[config.mk]
export PLATFORM = sky130hd
export DESIGN_NAME = spi_controller
export DESIGN_NICKNAME = d
export VERILOG_FILES = /design/src/rtl/spi_controller.sv
export SDC_FILE = /design/constraint.sdc
export NUM_CORES = 1
export LEC_CHECK = 0
export CAP_MARGIN = 20
export CORE_MARGIN = 1
export CORE_UTILIZATION = 47
export CTS_CLUSTER_SIZE = 16
export DETAILED_ROUTE_END_ITERATION = 7
export PLACE_DENSITY = 0.73
export SLEW_MARGIN = 20
export SYNTH_ARGS = -nofsm -noshare
export SYNTH_HDL_FRONTEND = slang
export SYNTH_SLANG_ARGS = --single-unit
[constraint.sdc]
create_clock -name clk -period 1.35 [get_ports clk]
set_input_delay 0.27 -clock clk [delete_from_list [all_inputs] [get_ports clk]]
set_output_delay 0.27 -clock clk [all_outputs]
set_load 0.005 [all_outputs]
[src/rtl/spi_controller.sv]
// Mode-0 SPI master: shifts one WIDTH-bit word out on mosi (MSB first) while
// capturing WIDTH bits from miso, with sclk/cs_n derived from clk.
//
// state | meaning
// IDLE  | waiting for start; cs_n high, sclk low
// SETUP | cs_n low, first bit on mosi, waiting for the first rising edge
// HIGH  | sclk high; miso was captured on entry
// LOW   | sclk low; next tx bit was put on mosi on entry
// HOLD  | cs_n high after the last bit; rxData is presented on exit
module spi_controller #(
   parameter int WIDTH  = 8,
   parameter int CLKDIV = 4
) (
   input  logic             clk,
   input  logic             reset_n,
   input  logic             start,
   input  logic [WIDTH-1:0] txData,
   output logic [WIDTH-1:0] rxData,
   output logic             busy,
   output logic             done,
   output logic             sclk,
   output logic             cs_n,
   output logic             mosi,
   input  logic             miso
);

   localparam int DIVW = (CLKDIV > 1) ? $clog2(CLKDIV) : 1;
   localparam int BITW = $clog2(WIDTH);
   localparam logic [DIVW-1:0] DIV_LAST = DIVW'(CLKDIV - 1);
   localparam logic [BITW-1:0] BIT_LAST = BITW'(WIDTH - 1);

   typedef enum logic [2:0] {
      IDLE  = 3'd0,
      SETUP = 3'd1,
      HIGH  = 3'd2,
      LOW   = 3'd3,
      HOLD  = 3'd4
   } state_t;

   state_t           state, stateNext;
   logic [DIVW-1:0]  divCnt, divCntNext;
   logic [BITW-1:0]  bitCnt, bitCntNext;
   // The MSB goes straight from txData to mosi, so only the lower bits are kept.
   logic [WIDTH-2:0] txShift, txShiftNext;
   logic [WIDTH-1:0] rxShift, rxShiftNext;
   logic [WIDTH-1:0] rxDataNext;
   logic             sclkNext, csNNext, mosiNext, busyNext, doneNext;
   logic             divTerm;

   assign divTerm = (divCnt == DIV_LAST);

   always_comb begin
      stateNext   = state;
      divCntNext  = (state == IDLE || divTerm) ? '0 : divCnt + DIVW'(1);
      bitCntNext  = bitCnt;
      txShiftNext = txShift;
      rxShiftNext = rxShift;
      rxDataNext  = rxData;
      sclkNext    = sclk;
      csNNext     = cs_n;
      mosiNext    = mosi;
      busyNext    = busy;
      doneNext    = 1'b0;

      case (state)
         IDLE: begin
            if (start) begin
               stateNext   = SETUP;
               txShiftNext = txData[WIDTH-2:0];
               rxShiftNext = '0;
               bitCntNext  = '0;
               csNNext     = 1'b0;
               mosiNext    = txData[WIDTH-1];
               busyNext    = 1'b1;
            end
         end
         SETUP: begin
            if (divTerm) begin
               stateNext   = HIGH;
               sclkNext    = 1'b1;
               rxShiftNext = {rxShift[WIDTH-2:0], miso};
            end
         end
         HIGH: begin
            if (divTerm) begin
               stateNext = LOW;
               sclkNext  = 1'b0;
               if (bitCnt != BIT_LAST) begin
                  mosiNext    = txShift[WIDTH-2];
                  txShiftNext = txShift << 1;
               end
            end
         end
         LOW: begin
            if (divTerm) begin
               if (bitCnt == BIT_LAST) begin
                  stateNext  = HOLD;
                  bitCntNext = '0;
                  csNNext    = 1'b1;
                  mosiNext   = 1'b0;
               end else begin
                  stateNext   = HIGH;
                  bitCntNext  = bitCnt + BITW'(1);
                  sclkNext    = 1'b1;
                  rxShiftNext = {rxShift[WIDTH-2:0], miso};
               end
            end
         end
         HOLD: begin
            if (divTerm) begin
               stateNext  = IDLE;
               rxDataNext = rxShift;
               doneNext   = 1'b1;
               busyNext   = 1'b0;
            end
         end
         default: begin
            stateNext = IDLE;
            sclkNext  = 1'b0;
            csNNext   = 1'b1;
            mosiNext  = 1'b0;
            busyNext  = 1'b0;
         end
      endcase
   end

   always_ff @(posedge clk) begin
      if (!reset_n) begin
         state   <= IDLE;
         divCnt  <= '0;
         bitCnt  <= '0;
         txShift <= '0;
         rxShift <= '0;
         rxData  <= '0;
         sclk    <= 1'b0;
         cs_n    <= 1'b1;
         mosi    <= 1'b0;
         busy    <= 1'b0;
         done    <= 1'b0;
      end else begin
         state   <= stateNext;
         divCnt  <= divCntNext;
         bitCnt  <= bitCntNext;
         txShift <= txShiftNext;
         rxShift <= rxShiftNext;
         rxData  <= rxDataNext;
         sclk    <= sclkNext;
         cs_n    <= csNNext;
         mosi    <= mosiNext;
         busy    <= busyNext;
         done    <= doneNext;
      end
   end

endmodule

==> flow_summary.yaml, run 1 <==
die:
  coreArea_sq_um: 3100
  fp.dieH_microns: 59.5
  die_w_microns: 59.5
  ios: 25
  start_util: 0.501
  rows: 20
  dieArea_sq_um: 3540
placement:
  hpwlAfterDp_mm: 2.37
  placed_cells: 247
  place_congestion: 0.823
  post-place-ws_ns: -0.293
  port_buffers: 24
critical_path:
  worstPathCellList: "ha_4, ha_4, and3b_1, o21a_1, buf_12, nand2_2, o211a_1"
  crit_required_ns: 1.59
  critPathKind: "reg2reg"
  critical_path.startpoint: "bitCnt[0]$_SDFFE_PN0P_"
  cpPeakStageDelay_ns: 0.35
  cp-end-kind: "flop"
  crit_top_cell: "ha_4"
  r2r_cells: 7
  r2r_setup_slack_ns: -0.12
  regToRegEndpoint: "txShift[0]$_SDFFE_PN0P_"
  r2r_start: "bitCnt[0]$_SDFFE_PN0P_"
  crit_fanout: 13
  cp_num_buf_inv: 1
  worstPathArrival_ns: 1.71
  startpoint_type: "flop"
  cpMaxStageDelayCell: "dfxtp_2"
  crit_family: "flip-flops"
route:
  via_count: 1404
  final_antenna_net_count: 0
  avgViaCountPerCell: 5.32
  wirelength_mm: 3.51
  top_layer_used: "met4"
  drt-pass1-iter-count: 4
  dr_wl_met3_microns: 210
  first_iter_violations: 70
  wl_met1_mm: 1.51
  drc: 0
  wl_per_cell_microns: 13.3
  wl_met2_mm: 1.70
synth:
  synth_ff_type: "dfxtp_1"
  synthesis.area_sq_um: 1560
  synth_edf_count: 0
  ys_warn_count: 0
  synth_cell_types: 37
  yosysSeqAreaShare: 0.463
  synth_area_leaders: "dfxtp_1, nand2_1, a22o_1"
  synth-async-reset-ratio: 0
  synthCells: 170
  yosys.area.top_type_share: 0.463
  yosysTopAreaCell: "dfxtp_1"
  syn_area_per_cell_sq_um: 9.15
  synth-seq-cells: 36
  syn_nets: 185
cells_and_area:
  finalNonFillerCells: 264
  area_growth_pct: 39.8
  drive_gt1_frac: 0.345
  fin_nets: 234
  layout_common_cells: "nand2_1, buf_4, dfxtp_1"
  fin_util: 0.701
  n_antenna_cell: 0
power:
  p_leak_nw: 0.871
  powerDensity_nw_per_um2: 898
  ir_drop_mv: 0.473
clocking:
  cts_tree: "done"
  clkSinkCount: 36
  cts_hold_buf: 0
  cts_max_path_buffers: 2
  cts_root_buf: "clkbuf_4"
  numCtsBuffers: 5
  clock_latency_ns: 0.34
  h-tree-depth: 2
  clkTransAtPathRegs_ns: 0.10
global_routing:
  grt_overflow_total: 0
  grt_pass1_vias: 1378
  grt_max_degree: 23
  grt_pass1_wl_mm: 5.93
  antenna_found_initial: 0
  gr-usage-all-layers: 0.229
sta:
  rsz0062_at_grt: "yes"
  finalSetupViolCount: 16
  setup_ws_ns: -0.123
  finalCritPeriodShare: 1.09
  maxSlewHeadroom: 0.774
  fmax_ghz: 0.679
  worst_pin_slew_ns: 0.339
  hold_violations: 0
  finClkSkew_ns: 0.00892
  slew_violations: 0
  period_needed_ns: 1.47
  setup_tns_ns: -1.43
hold_path:
  holdCritStartpoint: "divCnt[0]$_SDFF_PP0_"
  min_to: "divCnt[0]$_SDFF_PP0_"
  worst_hold_path_type: "reg2reg"
  whs_path_depth: 1
run_status:
  violations: "setup timing"
  status: "finished, violations left"
run:
  cap_viol_max_count: 0
-- how the worst max path moves through the flow --
stage | slack (ns) | to | cells past startpoint
2_1_floorplan | -0.07 | txShift[0]$_SDFFE_PN0P_ | 7
3_3_place_gp | -0.24 | bitCnt[1]$_SDFFE_PN0P_ | 5
3_5_place_dp | -0.29 | bitCnt[1]$_SDFFE_PN0P_ | 5
4_1_cts | -0.12 | txShift[0]$_SDFFE_PN0P_ | 7
5_1_grt | -0.18 | txShift[0]$_SDFFE_PN0P_ | 7
6_report | -0.12 | txShift[0]$_SDFFE_PN0P_ | 7
-- synth_stat cells, types with 2 or more instances --
| master | n |
|---|---|
| buf_2 | 6 |
| nand2_1 | 28 |
| a22o_1 | 8 |
| inv_1 | 2 |
| and2_1 | 4 |
| nand3_1 | 8 |
| mux2i_1 | 7 |
| o21a_1 | 2 |
| dfxtp_1 | 36 |
| o21ai_0 | 14 |
| buf_6 | 2 |
| clkbuf_1 | 2 |
| a21boi_1 | 3 |
| ha_1 | 3 |
| nor3_1 | 3 |
| nor2_1 | 4 |
| a21boi_0 | 5 |
| a21oi_1 | 12 |
| buf_4 | 2 |
| a211oi_1 | 2 |
-- metal layers --
layer | vias up | GRT usage
li1 | 700 | -
met1 | 650 | 0.269
met2 | 44 | 0.372
met3 | 10 | 0.0764
met4 | 0 | 0.113
met5 | - | 0
-- worst reg2reg max path, delay by kind of cell (launching register included) --
kind	cells	cell delay, ns
AOI/OAI and AO/OA	2	0.28
adders and majority gates	2	0.32
buffers and inverters	1	0.15
DFF	1	0.35
and+or+nand+nor	2	0.27
-- report_power, final --
group | internal [W] | leakage (nW) | switching [W]
clock | 0.000255 | 0.0315 | 0.000359
combinational | 0.000125 | 0.539 | 0.000100
sequential | 0.00109 | 0.300 | 0.0000223
-- registers in the layout, indices dropped and copies added, names as in the netlist --
register	count
sclk	1
state	3
divCnt	2
rxData	8
bitCnt	3
busy	1
txShift	7
mosi	1
cs_n	1
rxShift	8
done	1
-- kinds of logic after synthesis --
group           synth area share
simple gates               0.187
compound gates             0.220
flops                      0.463
buf+inv                   0.0531
mux                       0.0523
fa+ha+maj                 0.0241
-- repair_timing --
item	in CTS	in global routing
setup endpoints to repair	37	33
pin swaps	17	5
resized for setup	42	12
setup buffers	8	1
-- layout make-up --
class / count / area (sq um)
Fill cell: 236 / 928
Multi-Input combinational cell: 120 / 832
Sequential cell: 36 / 744
Timing Repair Buffer: 54 / 473
Clock buffer: 7 / 55.1
Tap cell: 44 / 55.1
Clock inverter: 1 / 7.51
Inverter: 2 / 7.51
-- through the flow --
| step | hold WS (ns) | instance area, sq um | total power (W) |
|---|---|---|---|
| 2_1_floorplan | 0.395 | 1580 | 0.00125 |
| 3_3_place_gp | 0.410 | 1970 | 0.00133 |
| 3_5_place_dp | 0.418 | 1970 | 0.00134 |
| 4_1_cts | 0.414 | 2130 | 0.00196 |
| 5_1_grt | 0.422 | 2170 | 0.00205 |
| 6_report | 0.411 | 2170 | 0.00195 |
(Power assumes the default switching activity.)
==> run 2: changes to the inputs <==
--- a/config.mk
+++ b/config.mk
@@ -11,7 +11,7 @@
 export CTS_CLUSTER_SIZE = 16
 export DETAILED_ROUTE_END_ITERATION = 7
 export PLACE_DENSITY = 0.73
-export SLEW_MARGIN = 20
+export SLEW_MARGIN = 40
 export SYNTH_ARGS = -nofsm -noshare
 export SYNTH_HDL_FRONTEND = slang
 export SYNTH_SLANG_ARGS = --single-unit
==> results of run 2 <==
The final DEF is identical to that of run 1; final timing and power are the same.
